`src/rtl/eh2_ifu_rvc_pack_if.sv`:
```
// eh2_ifu_rvc_pack_if: instruction-in / packed-word-out handshake bundle for the RVC packer.
interface eh2_ifu_rvc_pack_if;
    logic        in_valid;
    logic        in_ready;
    logic [31:0] in_instr;
    logic        flush_req;
    logic        flush_ack;
    logic        out_valid;
    logic        out_ready;
    logic [31:0] out_data;
    modport master (output in_valid, in_instr, flush_req, out_ready,
                    input  in_ready, flush_ack, out_valid, out_data);
    modport slave  (input  in_valid, in_instr, flush_req, out_ready,
                    output in_ready, flush_ack, out_valid, out_data);
endinterface

```
`src/rtl/eh2_ifu_rvc_pack.sv`:
```
// eh2_ifu_rvc_pack: RV32 -> RVC compressor and little-endian 16/32-bit parcel packer.
// RV_RVC_PACK_EBREAK_EN: when defined, ebreak is compressed to c.ebreak.
module eh2_ifu_rvc_pack #(
    parameter int CNT_W = 16
) (
    input  logic             clk,
    input  logic             rst,
    eh2_ifu_rvc_pack_if.slave bus,
    output logic [CNT_W-1:0] cmp_cnt
);
    logic [31:0] instr;
    logic [6:0]  op, f7;
    logic [4:0]  rd, rs1, rs2;
    logic [2:0]  f3;
    logic [11:0] imm_i, imm_s;
    logic        fits, is_addi, is_add;
    logic        c_nop, c_addi, c_li, c_mv, c_add, c_lw, c_sw, c_ebrk, is_c;
    logic [15:0] parcel, hold;
    logic        full, acc, do_flush;

    assign instr = bus.in_instr;
    assign op    = instr[6:0];
    assign rd    = instr[11:7];
    assign f3    = instr[14:12];
    assign rs1   = instr[19:15];
    assign rs2   = instr[24:20];
    assign f7    = instr[31:25];
    assign imm_i = instr[31:20];
    assign imm_s = {instr[31:25], instr[11:7]};
    assign fits  = (&imm_i[11:5]) | ~(|imm_i[11:5]);

    assign is_addi = op == 7'h13 && f3 == 3'd0;
    assign is_add  = op == 7'h33 && f3 == 3'd0 && f7 == 7'd0;
    assign c_nop   = instr == 32'h0000_0013;
    assign c_addi  = is_addi && rd == rs1 && rd != 5'd0 && imm_i != 12'd0 && fits;
    assign c_li    = is_addi && rs1 == 5'd0 && rd != 5'd0 && fits;
    assign c_mv    = is_add && rd != 5'd0 && rs1 == 5'd0 && rs2 != 5'd0;
    assign c_add   = is_add && rd == rs1 && rd != 5'd0 && rs2 != 5'd0;
    assign c_lw    = op == 7'h03 && f3 == 3'd2 && rd[4:3] == 2'b01 && rs1[4:3] == 2'b01 &&
                     imm_i[11:7] == 5'd0 && imm_i[1:0] == 2'd0;
    assign c_sw    = op == 7'h23 && f3 == 3'd2 && rs1[4:3] == 2'b01 && rs2[4:3] == 2'b01 &&
                     imm_s[11:7] == 5'd0 && imm_s[1:0] == 2'd0;
`ifdef RV_RVC_PACK_EBREAK_EN
    assign c_ebrk  = instr == 32'h0010_0073;
`else
    assign c_ebrk  = 1'b0;
`endif
    assign is_c = c_nop | c_addi | c_li | c_mv | c_add | c_lw | c_sw | c_ebrk;

    always_comb begin
        parcel = c_nop  ? 16'h0001 :
                 c_addi ? {3'b000, imm_i[5], rd, imm_i[4:0], 2'b01} :
                 c_li   ? {3'b010, imm_i[5], rd, imm_i[4:0], 2'b01} :
                 c_mv   ? {4'b1000, rd, rs2, 2'b10} :
                 c_add  ? {4'b1001, rd, rs2, 2'b10} :
                 c_lw   ? {3'b010, imm_i[5:3], rs1[2:0], imm_i[2], imm_i[6], rd[2:0], 2'b00} :
                 c_sw   ? {3'b110, imm_s[5:3], rs1[2:0], imm_s[2], imm_s[6], rs2[2:0], 2'b00} :
                 c_ebrk ? 16'h9002 : 16'h0000;
    end

    assign bus.in_ready = !bus.out_valid | bus.out_ready;
    assign acc          = bus.in_valid & bus.in_ready;
    // flush_ack blocks re-service while the requester is still dropping flush_req
    assign do_flush     = bus.flush_req & !bus.in_valid & bus.in_ready & !bus.flush_ack;

    always_ff @(posedge clk) begin
        if (rst) begin
            bus.out_valid <= 1'b0;
            bus.out_data  <= 32'd0;
            bus.flush_ack <= 1'b0;
            cmp_cnt       <= '0;
            hold          <= 16'd0;
            full          <= 1'b0;
        end else begin
            bus.flush_ack <= do_flush;
            if (acc) begin
                if (is_c && cmp_cnt != '1) cmp_cnt <= cmp_cnt + 1'b1;
                if (!is_c) begin
                    bus.out_valid <= 1'b1;
                    bus.out_data  <= full ? {instr[15:0], hold} : instr;
                    hold          <= instr[31:16];
                end else if (full) begin
                    bus.out_valid <= 1'b1;
                    bus.out_data  <= {parcel, hold};
                    full          <= 1'b0;
                end else begin
                    bus.out_valid <= 1'b0;
                    hold          <= parcel;
                    full          <= 1'b1;
                end
            end else if (do_flush) begin
                bus.out_valid <= full;
                if (full) bus.out_data <= {16'h0001, hold};
                full <= 1'b0;
            end else if (bus.out_ready) begin
                bus.out_valid <= 1'b0;
            end
        end
    end
endmodule

```
`src/flat_wrapper.sv`:
```
// flat-port wrapper written by rule: the top's interface ports become plain ports
module eh2_ifu_rvc_pack_flat 
#(
    parameter int CNT_W = 16
)
  (clk, rst, cmp_cnt, bus_in_valid, bus_in_instr, bus_flush_req, bus_out_ready, bus_in_ready, bus_flush_ack, bus_out_valid, bus_out_data);
  eh2_ifu_rvc_pack_if bus_i ();
  input  logic clk;
  input  logic rst;
  output logic [CNT_W-1:0] cmp_cnt;
  input wire logic [$bits(bus_i.in_valid)-1:0] bus_in_valid;
  input wire logic [$bits(bus_i.in_instr)-1:0] bus_in_instr;
  input wire logic [$bits(bus_i.flush_req)-1:0] bus_flush_req;
  input wire logic [$bits(bus_i.out_ready)-1:0] bus_out_ready;
  output wire logic [$bits(bus_i.in_ready)-1:0] bus_in_ready;
  output wire logic [$bits(bus_i.flush_ack)-1:0] bus_flush_ack;
  output wire logic [$bits(bus_i.out_valid)-1:0] bus_out_valid;
  output wire logic [$bits(bus_i.out_data)-1:0] bus_out_data;
  assign bus_i.in_valid = bus_in_valid;
  assign bus_i.in_instr = bus_in_instr;
  assign bus_i.flush_req = bus_flush_req;
  assign bus_i.out_ready = bus_out_ready;
  assign bus_in_ready = bus_i.in_ready;
  assign bus_flush_ack = bus_i.flush_ack;
  assign bus_out_valid = bus_i.out_valid;
  assign bus_out_data = bus_i.out_data;
  eh2_ifu_rvc_pack #(.CNT_W(CNT_W)) u_core (.clk(clk), .rst(rst), .bus(bus_i), .cmp_cnt(cmp_cnt));
endmodule
```
`config.mk`:
```
export PLATFORM = sky130hd
export DESIGN_NAME = eh2_ifu_rvc_pack_flat
export DESIGN_NICKNAME = d
export VERILOG_FILES = /design/src/rtl/eh2_ifu_rvc_pack_if.sv /design/src/rtl/eh2_ifu_rvc_pack.sv /design/src/flat_wrapper.sv
export SDC_FILE = /design/constraint.sdc
export NUM_CORES = 1
export LEC_CHECK = 0
export BUFFER_PORTS_ARGS = -buffer_cell sky130_fd_sc_hd__buf_2
export CAP_MARGIN = 40
export CORE_ASPECT_RATIO = 1.4
export CORE_MARGIN = 3
export CORE_UTILIZATION = 50
export CTS_BUF_LIST = sky130_fd_sc_hd__clkbuf_8
export DETAILED_ROUTE_END_ITERATION = 8
export PLACE_DENSITY_LB_ADDON = 0.2
export SYNTH_ARGS = -nofsm -noshare
export SYNTH_HDL_FRONTEND = slang
export SYNTH_SLANG_ARGS = --single-unit
```
`constraint.sdc`:
```
create_clock -name clk -period 2.65 [get_ports clk]
set_input_delay 0.53 -clock clk [delete_from_list [all_inputs] [get_ports clk]]
set_output_delay 0.53 -clock clk [all_outputs]
set_load 0.01 [all_outputs]
```
Word level (Yosys, flattened, before mapping) --
Index checks and enable logic that the tools add are counted.
Word-level totals: word-level logic and storage cells 106, input bits 37, register bits 67, output and inout bits 51
Cells by class: bitwise logic cells 13, equal/unequal tests 14, muxes and demuxes 24, reductions and logical operators 48, add/sub/neg operators 1
Operator list (count):
- 32-bit 2-to-1 mux | 6
- 16-bit 2-to-1 mux | 9
- 32-bit by 5-bit equality test with 1-bit output, second input constant | 1
- 1-bit logical AND | 27
- 16-bit by 1-bit adder with 16-bit output, second input constant | 1
- 16-bit inequality test, second input constant | 1
- 7-bit by 6-bit equality test with 1-bit output, second input constant | 2
- 12-bit nonzero test | 1
- 5-bit logical NOT | 2
- 5-bit nonzero test | 2
- 1-bit 2-to-1 mux | 9
- 1-bit bitwise OR | 8
- 7-bit by 2-bit equality test with 1-bit output, second input constant | 1
- 7-bit by 5-bit equality test with 1-bit output, second input constant | 1
- 7-bit logical NOT | 1
- 7-bit AND reduction | 1
- 7-bit OR reduction | 1
- 2-bit by 1-bit equality test with 1-bit output, second input constant | 3
- 2-bit AND reduction | 3
- 5-bit equality test | 1
- 1-bit bitwise AND | 4
- 2-bit logical NOT | 2
- 2-bit inequality test, second input constant | 2
- 2-bit nonzero test | 2
- other kinds (7) | 9

Logic depth before layout (Yosys ltp) --
word-level depth 16, depth in mapped cells 11, depth with buffers taken out 7

Least setup slack after synthesis --
Ideal clock, no wire load.
path kind input to register, from input port bus_in_instr[8], to register u_core.bus.out_data[10], data arrival time 2588 ps, path slack -81 ps, data required time 2507 ps, buffers on the path 4, stages on the path 11, cells stage by stage buf_2 or4_4 nor2_4 nor2_4 and4_4 buf_6 or3_1 buf_6 o21ai_4 buf_8 a211oi_2
On the way: word-level cells in the longest chain between the ends 13, elaborated cells between the ends (all ways) 27, classes of those cells eq/ne (3); mux (2); bitwise (6); reduce/logical (16)
Ends and longest elaborated chain:
- from (decl) | RTL line flat_wrapper.sv:12 | input wire logic [$bits(bus_i.in_instr)-1:0] bus_in_instr;
- 5-bit equality test | RTL line eh2_ifu_rvc_pack.sv:35, eh2_ifu_rvc_pack.sv:38
- 1-bit logical AND (4 in a row) | RTL line eh2_ifu_rvc_pack.sv:35 | assign c_addi = is_addi && rd == rs1 && rd != 5'd0 && imm_i != 12'd0 && fits;
- 1-bit bitwise OR (5 in a row) | RTL line eh2_ifu_rvc_pack.sv:48 | assign is_c = c_nop | c_addi | c_li | c_mv | c_add | c_lw | c_sw | c_ebrk;
- 1-bit bitwise OR (*) | RTL line eh2_ifu_rvc_pack.sv:48
- 2-bit inequality test (no line) / 32-bit 2-to-1 mux (equally long branches)
- 3-bit AND reduction (no line) / 32-bit 2-to-1 mux (equally long branches)
- to (signal assigned) | RTL line eh2_ifu_rvc_pack.sv:80 | bus.out_data <= full ? {instr[15:0], hold} : instr;
- to (signal assigned) | RTL line eh2_ifu_rvc_pack.sv:84 | bus.out_data <= {parcel, hold};
- to (signal assigned) | RTL line eh2_ifu_rvc_pack.sv:93 | if (full) bus.out_data <= {16'h0001, hold};
- to (decl) | RTL line eh2_ifu_rvc_pack_if.sv:14 | output in_ready, flush_ack, out_valid, out_data);
Mark *: on every way between the ends. The rest lies on a longest branch, timed or not. A chain may end at the register's enable or synchronous reset.

Worst setup path in the final report --
from input port bus_in_instr[21], to register u_core.bus.out_data[8]
On the way: word-level cells in the longest chain between the ends 11, elaborated cells between the ends (all ways) 19, classes of those cells eq/ne (2); mux (2); bitwise (6); reduce/logical (9)
Ends and longest elaborated chain (RTL line):
- 12-bit nonzero test | eh2_ifu_rvc_pack.sv:35
- 1-bit logical AND (2 in a row) | eh2_ifu_rvc_pack.sv:35
- 1-bit bitwise OR (4 in a row) | eh2_ifu_rvc_pack.sv:48
- 1-bit bitwise OR (*) (2 in a row) | eh2_ifu_rvc_pack.sv:48
- 2-bit inequality test (no line) / 32-bit 2-to-1 mux (equally long branches)
- 3-bit AND reduction (no line) / 32-bit 2-to-1 mux (equally long branches)
Marks and branches as above.

==> impl_summary.txt <==
----------------------------------------------------
[Drt]
  Post-DR wirelength/cell ... approximately 20 um
  Number of vias in the routed layout ... 4607
  DRC violations left ... 0
  Vias per std cell ... around 6.3
  DRT iter0 DRCs ... 346
  Remaining number of nets flagged by the antenna check after routing ... 0
  Routed wire length ... between 10 and 15 mm
  First-pass DRT Iterations ... 5

[Setup path]
  Endpoint arrival time on the critical path ... about 2800 ps
  Required @ worst endpoint ... between 2000 and 3000 ps
  Category of the most critical setup path ... primary input to flop
  Worst R2R Start ... u_core.bus.out_valid$_SDFFE_PP0P_
  FF-to-FF setup slack ... approximately 450 ps
  Worst r2r path cells ... 6
  Critical path peak fanout ... 16
  Category of the worst setup path capture point ... flop
  Terminus of the critical flop-to-flop path ... u_core.cmp_cnt[10]$_SDFFE_PP0P_
  Worst Setup Start Kind ... primary input

[Worst hold path]
  Hold Crit Endpoint ... u_core.bus.flush_ack$_SDFF_PP0_
  Worst Min Path Start ... bus_flush_req
  Worst Hold Depth ... 3
  Class of the tightest hold or removal check ... primary input to flop

[Power]
  Leakage component of the power ... around 2.3 nW
  Total power density per cell area ... roughly 460 mW/mm2
  Design Power ... between 2 and 3 mW
  Maximum vdd drop ... 0.403 mV

[Floorplanning]
  Starting density of the core ... ~52%
  Chip Width ... approximately 83 um
  Count of boundary I/O pins ... 88
  Die Y ... around 110 um
  Core Region ... about 0.0079 mm2
  Die outline area ... between 0.009 and 0.01 mm2
  Std cell rows ... 38

[Yosys]
  Leading cell types by count after synthesis ... dfxtp_1, a21oi_1, nand2_1, a211oi_1, mux2i_1
  EDFF count, synth ... 0
  Syn_nets ... ~500
  Biggest area contributors in the synthesized netlist ... dfxtp_1, mux2i_1, a211oi_2
  Yosys cell types ... 66
  Combined area of all synthesized cells ... approximately 0.0041 mm2
  Largest area contributor in the synthesized netlist ... dfxtp_1
  Area share of the largest cell type after synthesis ... around a third
  Number of cells produced by synthesis ... 464
  Share of flip-flops with an asynchronous set or reset after synthesis ... 0%
  Synthesis Warnings ... 0
  Top-count cell post-synth ... dfxtp_1
  Synthesized flop and latch total ... 67
  Top_reg_cell synth ... dfxtp_1
  Share of the yosys chip area belonging to registers ... 32.4%
  Mean post-synth cell area ... about 8.9 um2

[Finish]
  Final core area utilization ... a little over two thirds
  Area overhead of the layout relative to synthesis ... 32.6%
  Non-filler cells, final ... approximately 730
  Area taken by multi-input logic gates ... between 0.002 and 0.003 mm2
  Total Nets Final ... between 600 and 700
  # fillers ... 673
  Antenna diode instance count ... 0
  Ratio of cells with drive above 1 in the final layout ... around 39%
  Sequential cell area in the final layout ... 0.00134 mm2

[STA]
  F_max ... between 300 and 400 MHz
  Slew at the pin with the worst max-slew slack ... 702 ps
  Post-route fraction of the period consumed by the critical path ... approximately 97%
  Setup Skew ... between 6 and 7 ps
  Setup total negative slack ... 0 ps
  Setup repair after global routing missed its margin ... no
  Setup-failing EPs final ... 0
  Normalized max-slew margin ... between 50% and 60%
  Final-report hold violation count ... 0
  Minimum period implied by the final worst setup slack ... 2560 ps
  Final count of pins violating max slew ... 0

[Clock tree]
  Worst-Skew Late Latency ... approximately 360 ps
  TritonCTS clock tree ... yes
  Clk buf depth ... 2
  Num CTS Buffers ... 9
  CTS H-tree lvls ... 3
  Clock input transition at the sequential cells of the worst setup and hold paths ... around 80 ps
  Number of hold buffers added after CTS ... 0
  Num Clock Sinks ... 67
  CTS root buf ... clkbuf_8
  Post-CTS setup buffer count ... 0

[Global route]
  Initial antenna violation count ... 0
  Gr usage total ... between 30 and 40%
  Pin count of the biggest net entering global routing ... 46
  Via count of the first global-routing pass ... around 4600
  Total grt overflow ... 0
  First-pass GRT wire length ... roughly 24 mm

[Placement]
  # port buffers ... 87
  Placed instance count ... 714
  Routability Congestion ... about 1.0
  Detail Placement HPWL ... roughly 11 mm

[Run]
  Reported max-cap violation count ... 0

[Status]
  Result of the run ... completed

----------------------------------------------------
[metal layers]
metal,wire length [um],part of all wire (%),track usage [%],vias to the layer above
met4,775,5.3,16.2,0
met2,7360,50,55.2,218
met3,881,6.0,6.07,57
li1,-,-,-,2149
met5,0,0,0,-
met1,5640,38,35.2,2183
[cell type report]
class / instances / area share [%]
sequential: 67 / 24.4
tap: 100 / 2.28
clock inverter: 6 / 1.64
multi-input combinational: 352 / 46.7
timing repair buffer: 185 / 22.0
clock buffer: 9 / 2.26
inverter: 10 / 0.684
[metrics by stage]
step / setup slack (ps) / hold WS (ps) / cell area, um2
3_5_place_dp: -246 / 442 / 5270
4_1_cts: 127 / 450 / 5490
6_report: 86.1 / 466 / 5490
5_1_grt: 4.58 / 485 / 5490
2_1_floorplan: -66.6 / 464 / 4150
3_3_place_gp: -179 / 444 / 5270
[worst max-delay path by stage]
stage / to / from
floorplan: u_core.bus.out_data[11]$_SDFFE_PP0P_ / bus_in_instr[7]
global placement: u_core.cmp_cnt[8]$_SDFFE_PP0P_ / bus_in_instr[3]
detailed placement: u_core.hold[5]$_SDFFE_PP0P_ / bus_in_instr[21]
CTS: u_core.bus.out_data[8]$_SDFFE_PP0P_ / bus_in_instr[21]
global route: u_core.bus.out_data[15]$_SDFFE_PP0P_ / bus_in_instr[21]
finish: u_core.bus.out_data[8]$_SDFFE_PP0P_ / bus_in_instr[21]
[kinds of logic after synthesis]
kind of cell               after synthesis  share of synthesized area, %
adders and majority gates                1                         0.302
xor gates and xnor gates                 5                          1.06
muxes                                   29                          7.22
and+or+nand+nor                        149                          21.6
DFF                                     67                          32.4
buffers and inverters                   45                          5.92
AOI/OAI and AO/OA                      168                          31.5
[report_power, final]
part / internal (mW) / switching [mW]
clock network: 0.527 / 0.425
logic: 0.204 / 0.253
registers: 1.06 / 0.0310
[flip-flops by register name, indices dropped and copies added, names as in the netlist]
register	count
u_core.cmp_cnt	16
u_core.bus.out_data	32
u_core.bus.flush_ack	1
u_core.full	1
u_core.bus.out_valid	1
u_core.hold	16
[cell usage in the layout, fill, tap and decap left out, types with 4 or more instances in the layout]
cell | synthesis | final
a211oi_1 | 27 | 27
a211oi_2 | 17 | 17
a21oi_1 | 40 | 40
a22o_1 | 6 | 6
a22oi_1 | 5 | 5
a311oi_1 | 8 | 8
a31oi_1 | 4 | 4
and3_1 | 8 | 8
and4_1 | 4 | 4
buf_2 | 10 | 87
buf_4 | 1 | 95
clkbuf_8 | 0 | 9
dfxtp_1 | 67 | 67
inv_1 | 10 | 10
mux2_2 | 7 | 7
mux2i_1 | 22 | 22
nand2_1 | 31 | 31
nand2b_1 | 6 | 6
nand3_1 | 17 | 17
nand4_1 | 12 | 12
nor2_1 | 13 | 13
nor3_1 | 10 | 9
nor3b_1 | 5 | 5
o211ai_1 | 4 | 4
o21a_1 | 5 | 5
o21ai_0 | 11 | 11
o21ai_1 | 7 | 7
o221ai_1 | 5 | 5
o2bb2ai_1 | 7 | 7
o31ai_1 | 7 | 6
or3_1 | 10 | 10
or4_1 | 6 | 6
xnor2_1 | 5 | 5
[what timing repair did]
item / in CTS / in global routing
setup endpoints to repair: 0 / 1
endpoints found under the hold margin: 0 / 0
resized for setup: 0 / 1
[worst max-delay path, stage by stage]
cell and delay [ps]:
buf_2 120, or2_1 250, nor4_1 230, buf_4 180, or2b_1 230, and4_4 200
or3b_1 430, buf_12 190, mux2i_1 120, buf_4 140, a211oi_2 220
No activity file was read; power rests on OpenSTA's default activity.
